File: config.mk
export PLATFORM = sky130hd
export DESIGN_NAME = variable_latency_cla
export DESIGN_NICKNAME = d
export VERILOG_FILES = /design/src/rtl/variable_latency_cla.sv
export SDC_FILE = /design/constraint.sdc
export NUM_CORES = 1
export LEC_CHECK = 0
export BUFFER_PORTS_ARGS = -buffer_cell sky130_fd_sc_hd__buf_2
export CORE_MARGIN = 3
export CORE_UTILIZATION = 49
export CTS_CLUSTER_DIAMETER = 30
export DETAILED_ROUTE_END_ITERATION = 10
export MAX_ROUTING_LAYER = met4
export PLACE_DENSITY = 0.79
export RECOVER_POWER = 50
export SLEW_MARGIN = 20
export SYNTH_ARGS = -nofsm -noshare
export SYNTH_HDL_FRONTEND = slang
export SYNTH_SLANG_ARGS = --single-unit
File: constraint.sdc
create_clock -name clk -period 3.6 [get_ports clk]
set_input_delay 0.36 -clock clk [delete_from_list [all_inputs] [get_ports clk]]
set_output_delay 0.36 -clock clk [all_outputs]
set_load 0.02 [all_outputs]
File: src/rtl/variable_latency_cla.sv
// Variable-latency carry-lookahead adder: speculative sum with a one-block carry
// window, mismatch detection, and an optional one-cycle correction to the exact sum.
module variable_latency_cla #(
    parameter int SIZE    = 16,
    parameter int VALENCY = 4,
    parameter int CNT_W   = 16
) (
    input  logic             clk,
    input  logic             rst_n,
    input  logic             in_valid,
    output logic             in_ready,
    input  logic [SIZE:1]    a,
    input  logic [SIZE:1]    b,
    input  logic             cin,
    input  logic             approx,
    output logic             out_valid,
    input  logic             out_ready,
    output logic [SIZE:1]    sum,
    output logic             cout,
    output logic             err,
    output logic [CNT_W-1:0] err_cnt
);
    localparam int NB = SIZE / VALENCY;

    generate
        if ((SIZE % VALENCY) != 0 || NB < 2) begin : g_param_check
            $error("variable_latency_cla: SIZE must be a multiple of VALENCY giving at least two blocks");
        end
    endgenerate

    typedef enum logic [1:0] {IDLE, EVAL, CORR, HOLD} state_t;
    state_t state_reg, state_next;

    logic [SIZE:1]    a_reg, b_reg;
    logic             cin_reg, approx_reg;
    logic [SIZE:1]    sum_reg;
    logic             cout_reg, err_reg;
    logic [CNT_W-1:0] err_cnt_reg;

    logic [NB-1:0]    grp_g, grp_p;
    logic [NB:0]      c_exact;
    logic [NB-1:0]    c_spec;
    logic [SIZE:1]    sum_exact, sum_spec;
    logic             cout_spec, mismatch;
    logic             accept, load_spec, load_exact;

    function automatic logic [1:0] group_gp(input logic [VALENCY-1:0] x, input logic [VALENCY-1:0] y);
        logic gg, pp;
        gg = 1'b0;
        pp = 1'b1;
        for (int i = 0; i < VALENCY; i++) begin
            gg = (x[i] & y[i]) | ((x[i] ^ y[i]) & gg);
            pp = pp & (x[i] ^ y[i]);
        end
        return {gg, pp};
    endfunction

    function automatic logic [VALENCY-1:0] block_sum(input logic [VALENCY-1:0] x,
                                                     input logic [VALENCY-1:0] y,
                                                     input logic ci);
        logic               carry;
        logic [VALENCY-1:0] s;
        carry = ci;
        s     = '0;
        for (int i = 0; i < VALENCY; i++) begin
            s[i]  = x[i] ^ y[i] ^ carry;
            carry = (x[i] & y[i]) | ((x[i] ^ y[i]) & carry);
        end
        return s;
    endfunction

    genvar gi;
    generate
        for (gi = 0; gi < NB; gi++) begin : g_block
            assign {grp_g[gi], grp_p[gi]} = group_gp(a_reg[gi*VALENCY+1 +: VALENCY],
                                                     b_reg[gi*VALENCY+1 +: VALENCY]);
            assign sum_exact[gi*VALENCY+1 +: VALENCY] = block_sum(a_reg[gi*VALENCY+1 +: VALENCY],
                                                                  b_reg[gi*VALENCY+1 +: VALENCY],
                                                                  c_exact[gi]);
            assign sum_spec[gi*VALENCY+1 +: VALENCY]  = block_sum(a_reg[gi*VALENCY+1 +: VALENCY],
                                                                  b_reg[gi*VALENCY+1 +: VALENCY],
                                                                  c_spec[gi]);
        end
    endgenerate

    // Speculative carries only look one block back; block 1 is always exact.
    always_comb begin
        c_exact    = '0;
        c_spec     = '0;
        c_exact[0] = cin_reg;
        for (int k = 0; k < NB; k++) begin
            c_exact[k+1] = grp_g[k] | (grp_p[k] & c_exact[k]);
        end
        c_spec[0] = cin_reg;
        c_spec[1] = c_exact[1];
        for (int k = 1; k < NB - 1; k++) begin
            c_spec[k+1] = grp_g[k];
        end
        cout_spec = grp_g[NB-1] | (grp_p[NB-1] & c_spec[NB-1]);
        mismatch  = (cout_spec != c_exact[NB]);
        for (int k = 2; k < NB; k++) begin
            if (c_spec[k] != c_exact[k]) mismatch = 1'b1;
        end
    end

    always_ff @(posedge clk or negedge rst_n) begin
        if (!rst_n) state_reg <= IDLE;
        else        state_reg <= state_next;
    end

    always_comb begin
        state_next = state_reg;
        in_ready   = 1'b0;
        out_valid  = 1'b0;
        load_spec  = 1'b0;
        load_exact = 1'b0;
        case (state_reg)
            IDLE: begin
                in_ready = 1'b1;
                if (in_valid) state_next = EVAL;
            end
            EVAL: begin
                load_spec  = 1'b1;
                state_next = (!mismatch || approx_reg) ? HOLD : CORR;
            end
            CORR: begin
                load_exact = 1'b1;
                state_next = HOLD;
            end
            HOLD: begin
                out_valid = 1'b1;
                in_ready  = out_ready;
                if (out_ready) state_next = in_valid ? EVAL : IDLE;
            end
            default: state_next = IDLE;
        endcase
    end

    assign accept = in_valid & in_ready;

    always_ff @(posedge clk or negedge rst_n) begin
        if (!rst_n) begin
            a_reg       <= '0;
            b_reg       <= '0;
            cin_reg     <= 1'b0;
            approx_reg  <= 1'b0;
            sum_reg     <= '0;
            cout_reg    <= 1'b0;
            err_reg     <= 1'b0;
            err_cnt_reg <= '0;
        end else begin
            if (accept) begin
                a_reg      <= a;
                b_reg      <= b;
                cin_reg    <= cin;
                approx_reg <= approx;
            end
            if (load_spec) begin
                sum_reg  <= sum_spec;
                cout_reg <= cout_spec;
                err_reg  <= mismatch;
                if (mismatch && err_cnt_reg != {CNT_W{1'b1}}) err_cnt_reg <= err_cnt_reg + 1'b1;
            end
            // Correction keeps err set so the consumer still sees the slow path was taken.
            if (load_exact) begin
                sum_reg  <= sum_exact;
                cout_reg <= c_exact[NB];
            end
        end
    end

    assign sum     = sum_reg;
    assign cout    = cout_reg;
    assign err     = err_reg;
    assign err_cnt = err_cnt_reg;
endmodule

==> reports/results.ini, run 1 <==
[floorplan]
die_h_um=91.1
dieArea_um2=8310
core_area_um2=6910
num_io_pins=74
start_util_pct=51.4
rows=30
die_w_um=91.1

[timing]
min_period_ns=3.13
tns_ns=0
worst_slew_pin_slew_ns=1.99
max_slew_margin_pct=-32.9
finalSetupViolCount=0
rsz0062_at_grt=false
fin_skew_ns=0.00900
fmax_mhz=320
hold_slack_ns=0.234
post-route-period-util_pct=86.9
finalWorstSetupSlack_ns=0.473
slew_viol_final=37
timing_hold_violations_final=0

[routing]
wire_per_inst_um=15.7
ant_nets=0
totalWireLength_um=7230
firstDrtPassIters=4
drc_errors=0
via_per_inst=5.27
drtIter0Drc=97
vias=2434

[synth]
synthArstFlopShare_pct=100
synth_warnings=0
synth_edf_count=0
ys_ff_latch=70
synth_top_flop_cell=dfrtp_1
synth_cells=283
seq_area_frac_synth_pct=49.3
syn_nets=354
synth_area_um2=3550
syn_avg_cell_area_um2=12.6
yosysUniqueCellTypes=39

[critical_path]
critical_path_class=flop to flop
r2r_setup_slack_ns=0.47
critPathMaxFanout=4
crit_path_end_kind=flop
startpoint_type=flop
cpLargestDelayFamily=adder cells
crit_cells=10
r2r_cells=10
worstPathArrival_ns=3.35
crit_top_cell=fa_1
worst-path-buf-inv=0
timing.rr.end=sum[15]
critical-path-max-stage-delay_ns=0.44
reg2reg_from=a_reg[3]
cp_cell_sequence=ha_1 -> a41oi_1 -> o21ai_1 -> o21a_1 -> nor2_1 -> o31ai_1 -> fa_1 -> fa_1 -> fa_1 -> mux2_2
crit_required_ns=3.82
slowest_stage=fa_1

[finish]
nFillCells=616
final_cell_area_um2=4140
drive_gt1_share_pct=32.2
num_antenna_cells=0
synthToLayoutAreaGrowth_pct=16.7
fin_nets=433

[global_route]
grt_pass1_vias=2556
antenna_found_initial=0
grt_pass1_wl_um=12500
grt-ovfl-total=0
grt_use_total_pct=19.6
grt_max_degree=38

[cts]
cts_setup_buffers=0
ctsHoldBuffers=0
cts.repair.resized=0
clock_path_buffers=2
root_buffer=clkbuf_8
cts_num_sinks=70
cts_tree=yes
clk-insertion-delay-late_ns=0.34
numCtsBuffers=9
clk_pin_slew_ns=0.06
htree_levels=3

[power]
powerDensity_nw_per_um2=958
vdd_drop_max_v=0.000489
p_leak_nw=1.99

[status]
failed_checks=max-capacitance violations, max-slew violations
status=complete, but fails checks

[worst_hold_path]
min_path_type=input port to flop
min_to=cin_reg
hp-start=cin
hold_depth=3

[placed_design]
pre_cts_slack_ns=0.463
dpl.hpwl_um=5350
gp_congestion=0.855
place_area_um2=4030
portBuffers=73

[run]
drv_cap=1

-- kinds of logic (layout without fill, tap and decap cells) --
logic type	after synthesis	in the layout	synth area share, %
compound gates	36	36	6.52
xor+xnor	19	19	4.90
fa+ha+maj	33	33	14.2
buf+inv	21	104	2.43
flops	70	70	49.3
mux	44	44	13.9
simple gates	60	60	8.77
-- placed cells by master, fill, tap and decap left out, drive strengths merged, types with 2 or more instances in the layout --
cell / count
buf: 56
nor3: 8
nand3: 6
mux2: 43
nor2: 15
a21o: 4
xnor2: 9
a21oi: 15
and3: 2
clkbuf: 34
o21ai: 7
nand4: 9
xor2: 10
nand2: 13
fa: 12
dfrtp: 70
clkinv: 2
inv: 12
ha: 21
or4: 2
-- synth_stat cells (all sizes together) (2+ instances only) --
library cell | n | area share [%]
nor3 | 8 | 1.3
nand3 | 6 | 0.85
dfrtp | 70 | 49
mux2 | 43 | 14
o21ai | 7 | 1.1
a21oi | 15 | 2.1
nor2 | 15 | 1.6
xnor2 | 9 | 2.4
fa | 12 | 6.8
ha | 21 | 7.4
and3 | 2 | 0.35
buf | 6 | 0.85
nand4 | 9 | 1.6
clkbuf | 3 | 0.32
a21o | 4 | 0.85
xor2 | 10 | 2.5
or4 | 2 | 0.63
nand2 | 13 | 1.4
inv | 12 | 1.3
-- stage by stage --
step	util, %	cells	power [mW]
2_1_floorplan	-	283	2.92
3_3_place_gp	58.3	447	3.38
3_5_place_dp	58.3	447	3.51
4_1_cts	60.5	462	4.05
5_1_grt	60.0	462	4.33
6_report	60.0	462	3.97
-- how the worst max path moves through the flow --
stage / startpoint / end / slack (ns)
after global placement: a_reg[3] / sum[15] / 0.56
after CTS: a_reg[3] / sum[15] / 0.45
after floorplan: a_reg[3] / sum[15] / 0.67
after detailed placement: a_reg[3] / sum[15] / 0.46
final: a_reg[3] / sum[15] / 0.47
after global routing: a_reg[3] / sum[15] / 0.30
-- routing by layer --
metal | wire length [um] | GRT usage [%]
met1 | 3240 | 25.6
met2 | 3500 | 30.2
met3 | 362 | 3.56
met4 | 128 | 8.29
met5 | 0 | -
-- worst min-delay path, delay by kind of cell --
family | cells | cell delay (ns)
buffers and inverters | 1 | 0.08
AOI/OAI and AO/OA | 1 | 0.05
and+or+nand+nor | 1 | 0.04
-- final cells by class --
class | count | area, um2 | area share [%]
Sequential cell | 70 | 1750 | 42.3
Inverter | 12 | 45.0 | 1.09
Clock buffer | 13 | 139 | 3.35
Timing Repair Buffer | 77 | 364 | 8.79
Clock inverter | 2 | 10.0 | 0.242
Tap cell | 96 | 120 | 2.90
Multi-Input combinational cell | 192 | 1710 | 41.4
-- where the power goes --
group          internal, mW  switching [mW]
registers              1.13           0.274
logic                 0.987            1.06
clock network         0.245           0.267
Note: power is estimated with default switching activity, not from simulation.
==> run 2, diff against run 1 <==
Settings changed: HOLD_SLACK_MARGIN set to 0.12.
Clock period 3.6 ns to 3.1 ns, I/O delays scaled along.
==> run 2 against run 1 <==
- the run now ends clean
- clock power up 25%
- sequential share of layout area decreased by 0.89 points
- design area grew 2.1%
- maximum frequency rose by 4.2%
- critical endpoint is now sum[11]
- cell count increased by 1.7%
- power increased by 19%
- largest cell class unchanged
- count of clock-buffer cells in the layout is 1 lower
- core utilization up 1.3 points
- via count is 0.45% higher
- highest routed layer unchanged
- combinational power up 20%
- die area did not move
- sequential cell count did not move
==> reports/results.ini, run 2 (synthesis results as in run 1) <==
[status]
status=completed

[floorplan]
dieArea_um2=8310  ; unchanged
die_h_um=91.1  ; unchanged
start_util_pct=51.4  ; unchanged
core_area_um2=6910  ; unchanged
die_w_um=91.1  ; unchanged
num_io_pins=74  ; unchanged
rows=30  ; unchanged

[routing]
via_per_inst=5.20  ; -1.3%
totalWireLength_um=7030  ; -2.8%
drc_errors=0  ; unchanged
vias=2445  ; +0.45%
wire_per_inst_um=15.0  ; -4.5%
ant_nets=0  ; unchanged
drtIter0Drc=64  ; -34%
firstDrtPassIters=4  ; unchanged

[power]
powerDensity_nw_per_um2=1120  ; +17%
p_clk_share_pct=13.5  ; +0.6 points
p_sw_share_pct=40.1  ; -0.25 points
p_comb_share_pct=52.1  ; +0.5 points
switchingPower_mw=1.90  ; +18%
vdd_drop_max_v=0.000594  ; +22%
pwr-share-seq_pct=34.4  ; -1.1 points
p_int_mw=2.83  ; +20%
p_leak_nw=1.97  ; -0.99%

[finish]
synthToLayoutAreaGrowth_pct=19.2
num_antenna_cells=0  ; unchanged
drive_gt1_share_pct=31.6  ; -0.69 points
nFillCells=587  ; -4.7%
layout_common_cells=70 x dfrtp_1, 43 x mux2_2, 38 x clkbuf_1, 38 x buf_2, 20 x ha_1
fin_nets=440  ; +1.6%
multiInputGateArea_um2=1750  ; +2.0%
fin_util_pct=61.3  ; +1.3 points
seq_area_um2=1750  ; unchanged
final_common_cell=dfrtp_1

[global_route]
grt_pass1_wl_um=12200  ; -2.1%
grt_max_degree=38  ; unchanged
antenna_found_initial=0  ; unchanged
grt_pass1_vias=2631  ; +2.9%
grt-ovfl-total=0  ; unchanged
grt_use_total_pct=19.0  ; -0.53 points

[cts]
cts_tree=yes
root_buffer=clkbuf_8
clock_path_buffers=2  ; unchanged
cts_num_sinks=70  ; unchanged
clk-insertion-delay-late_ns=0.35  ; about the same
clk_pin_slew_ns=0.07  ; about the same
numCtsBuffers=9  ; unchanged
htree_levels=3  ; unchanged

[placed_design]
pre_cts_slack_ns=-0.00146  ; -0.465 ns
gp_congestion=0.879  ; +2.7%
dpl.hpwl_um=5170  ; -3.4%
portBuffers=73  ; unchanged

[timing]
post-route-period-util_pct=96.8  ; +10 points
slew_viol_final=0  ; -100%
max_slew_margin_pct=20.1  ; +53 points
timing_hold_violations_final=0  ; unchanged
tns_ns=0  ; unchanged
finalSetupViolCount=0  ; unchanged
min_period_ns=3.00  ; -0.125 ns
fin_skew_ns=0.00629  ; -0.00271 ns
fmax_mhz=333  ; +4.2%
worst_slew_pin_slew_ns=1.20  ; -0.795 ns
finalWorstSetupSlack_ns=0.0977  ; -0.375 ns

[critical_path]
critPathMaxFanout=3  ; -1
crit_required_ns=3.34  ; -0.48 ns
worstPathArrival_ns=3.24  ; -0.11 ns
crit_path_end_kind=flop
startpoint_type=flop
critical_path_class=flop to flop

[worst_hold_path]
min_path_type=input port to flop

[run]
drv_cap=0  ; -1

run 2: metrics by stage:
stage / hold slack, ns / total power [mW] / instances / cell area [um2]
5_1_grt: 0.178 / 5.19 / 470 / 4230
6_report: 0.170 / 4.73 / 470 / 4230
2_1_floorplan: 0.0144 / 3.40 / 283 / 3550
3_3_place_gp: 0.308 / 3.94 / 449 / 4040
4_1_cts: 0.159 / 4.73 / 468 / 4230
3_5_place_dp: 0.305 / 4.06 / 449 / 4040
run 2: worst paths after layout:
path | from | to | slack [ns] | cells after the start
worst min-delay path | cin | cin_reg | 0.17 | 3
max in group asynchronous | rst_n | sum[12] | 0.72 | 3
min in group asynchronous | rst_n | b_reg[6] | 0.73 | 2
worst min register to register | err_cnt[15] | err_cnt[15] | 0.50 | 1
worst max register to register | a_reg[1] | sum[11] | 0.1 | 9
worst max-delay path | a_reg[1] | sum[11] | 0.1 | 9
run 2: area by class of cell:
| cell class | instances | share of cell area [%] |
|---|---|---|
| flip-flops and latches | 70 | 41.4 |
| multi-input cells | 192 | 41.3 |
| repair buffers | 84 | 9.46 |
| clock buffers | 12 | 3.43 |
| well taps | 96 | 2.84 |
| inverters | 12 | 1.06 |
| clock inverters | 4 | 0.532 |
run 2: power by group through the flow:
stage,Sequential [mW],Combinational (mW),Clock (mW)
floorplan,1.73,1.66,0
global placement,1.62,2.32,0
detailed placement,1.64,2.42,0
CTS,1.62,2.45,0.657
global route,1.68,2.80,0.704
finish,1.63,2.46,0.639
run 2: repair_timing:
item / 4_1_cts / 5_1_grt
gates resized for setup: 0 / 6
setup buffers: 2 / 2
hold buffers: 1 / 0
endpoints found under the setup margin: 1 / 3
pin swaps: 0 / 4
hold endpoints to repair: 21 / 0
run 2: metal layers:
layer  wire, um  vias up  GRT usage [%]
li1           -     1174              -
met1       3130     1205           23.9
met2       3440       57           30.2
met3        360        9           4.97
met4        100        0           6.41
met5          0        -              -
run 2: worst max-delay path: stages, from the launching register on:
cell     delay (ns)
dfrtp_1        0.39
ha_1           0.32
a41oi_2        0.20
o21ai_2        0.08
o21a_1         0.23
a21o_1         0.20
fa_1           0.38
fa_1           0.39
fa_1           0.44
mux2_2         0.27
==> run 3, diff against run 2 <==
Settings changed: REMOVE_ABC_BUFFERS set to 1.
==> run 3 against run 2 <==
- clock skew up 0.0068 ns
- setup slack worse by 0.0069 ns
- sequential cell count did not move
- maximum frequency is 0.23% lower
- global-route usage fell by 0.11 points
- largest cell class is now multi-input combinational cells
- die area stayed put
- non-clock buffer count unchanged
- highest routed layer unchanged
==> reports/results.ini, run 3 (synthesis results as in run 1) <==
[power]
switchingPower_mw=1.93  ; +1.7%
p_int_mw=2.91  ; +2.7%
p_sw_share_pct=39.9  ; -0.23 points
powerDensity_nw_per_um2=1130  ; +1.1%
p_clk_share_pct=14.1  ; +0.6 points
p_comb_share_pct=52.3  ; +0.2 points
pwr-share-seq_pct=33.6  ; -0.8 points
vdd_drop_max_v=0.000604  ; +1.6%
p_leak_nw=2.04  ; +4.0%

[floorplan]
num_io_pins=74  ; unchanged
start_util_pct=51.4  ; unchanged
core_area_um2=6910  ; unchanged
die_w_um=91.1  ; unchanged
dieArea_um2=8310  ; unchanged
die_h_um=91.1  ; unchanged
rows=30  ; unchanged

[critical_path]
worst-path-buf-inv=0  ; unchanged
cp_cell_sequence=ha_1 -> a41oi_2 -> o21ai_1 -> o21a_2 -> nor2_2 -> o31ai_2 -> fa_2 -> fa_1 -> fa_1 -> mux2_2
critical_path_class=flop to flop
crit_required_ns=3.33  ; about the same
startpoint_type=flop
crit_path_end_kind=flop
cpLargestDelayFamily=adder cells
critPathMaxFanout=4  ; +1
worstPathArrival_ns=3.24  ; about the same
crit_top_cell=fa_1
slowest_stage=fa_1
critical-path-max-stage-delay_ns=0.44  ; about the same

[run]
drv_cap=0  ; unchanged

[routing]
totalWireLength_um=7250  ; +3.1%
wire_per_inst_um=15.4  ; +3.1%
vias=2471  ; +1.1%
firstDrtPassIters=4  ; unchanged
via_per_inst=5.26  ; +1.1%
drtIter0Drc=77  ; +20%
ant_nets=0  ; unchanged
drc_errors=0  ; unchanged

[placed_design]
dpl.hpwl_um=5170  ; about the same
gp_congestion=0.808  ; -8.0%
placed_cells=450  ; +0.22%
pre_cts_slack_ns=-0.0347  ; -0.0332 ns
portBuffers=73  ; unchanged

[timing]
post-route-period-util_pct=97.1  ; +0.22 points
worst_slew_pin_slew_ns=1.46  ; +0.261 ns
min_period_ns=3.01  ; +0.00687 ns
finalWorstSetupSlack_ns=0.0908  ; -0.00687 ns
timing_hold_violations_final=0  ; unchanged
fmax_mhz=332  ; -0.23%
slew_viol_final=0  ; unchanged
max_slew_margin_pct=2.73  ; -17 points
finalSetupViolCount=0  ; unchanged
fin_skew_ns=0.0131  ; +0.00683 ns

[cts]
root_buffer=clkbuf_8
htree_levels=3  ; unchanged
clock_path_buffers=2  ; unchanged
cts_num_sinks=70  ; unchanged
clk_pin_slew_ns=0.08  ; about the same
numCtsBuffers=9  ; unchanged
clk-insertion-delay-late_ns=0.35  ; about the same
cts_tree=yes

[finish]
layout_common_cells=70 x dfrtp_1, 54 x buf_2, 43 x mux2_2
fin_util_pct=62.0  ; +0.71 points
fin_nets=440  ; unchanged
final_common_cell=dfrtp_1
fin_cells=470  ; unchanged
synthToLayoutAreaGrowth_pct=20.5
num_antenna_cells=0  ; unchanged
drive_gt1_share_pct=36.4  ; +4.8 points

[global_route]
grt_use_total_pct=18.9  ; -0.11 points
grt-ovfl-total=0  ; unchanged
grt_pass1_wl_um=12100  ; -0.61%
grt_pass1_vias=2622  ; -0.34%
antenna_found_initial=0  ; unchanged
grt_max_degree=44  ; +16%

[status]
status=completed

[worst_hold_path]
min_path_type=input port to flop

## run 3: cell types whose count changed in the layout (fill, tap and decap cells not counted), sizes merged
cell,change
buf,+16
clkinv,-1
clkbuf,-15
## run 3: path summary, 6_finish.rpt
check | from | endpoint | slack (ns) | cells past startpoint
max | a_reg[1] | sum[15] | 0.09 | 10
min | cin | cin_reg | 0.18 | 3
max reg2reg | a_reg[1] | sum[15] | 0.09 | 10
min reg2reg | err_cnt[15] | err_cnt[15] | 0.50 | 1
max in group asynchronous | rst_n | state_reg[0] | 1.28 | 3
min in group asynchronous | rst_n | err_cnt[5] | 0.80 | 3
## run 3: cell type report
type	instances	area, um2
fillers	606	2630
multi-input cells	192	1760
flip-flops and latches	70	1750
repair buffers	84	420
clock buffers	13	169
well taps	96	120
inverters	12	45.0
clock inverters	3	17.5
## run 3: layer usage
metal	vias up	track usage (%)	wire (um)	part of all wire, %
met5	-	-	0	0
met4	0	8.67	164	2.3
met3	14	4.06	269	3.7
met2	52	31.0	3740	52
met1	1241	22.4	3070	42
li1	1164	-	-	-
## run 3: timing repair
action                                 CTS  global route
hold buffers                             1             0
endpoints found under the hold margin   70             0
gates resized for setup                  4             3
setup endpoints to repair                1             4
buffers inserted                         0             3
pin swaps                                1             1
## run 3: per-stage QoR
| stage | TNS, ns | area, um2 | hold slack (ns) | total power [mW] |
|---|---|---|---|---|
| after floorplan | 0 | 3510 | 0.0144 | 3.37 |
| after global placement | 0 | 4050 | 0.343 | 3.94 |
| after detailed placement | -0.0347 | 4050 | 0.344 | 4.09 |
| after CTS | 0 | 4260 | 0.167 | 4.82 |
| after global routing | -0.00964 | 4280 | 0.180 | 5.25 |
| final | 0 | 4280 | 0.179 | 4.84 |
## run 3: worst register-to-register path, delay by kind of cell, from the launching register on
kind                     cells  cell delay [ns]
AO/OA/AOI/OAI                4             0.62
adder cells (fa/ha/maj)      4             1.52
flip-flops                   1             0.39
multiplexers                 1             0.27
AND/OR/NAND/NOR              1             0.11
## run 3: power by group through the flow
stage / Clock (mW) / Sequential, mW / Combinational (mW)
floorplan: 0 / 1.73 / 1.63
global placement: 0 / 1.61 / 2.33
detailed placement: 0 / 1.63 / 2.46
CTS: 0.700 / 1.61 / 2.51
global route: 0.743 / 1.68 / 2.82
finish: 0.684 / 1.63 / 2.53
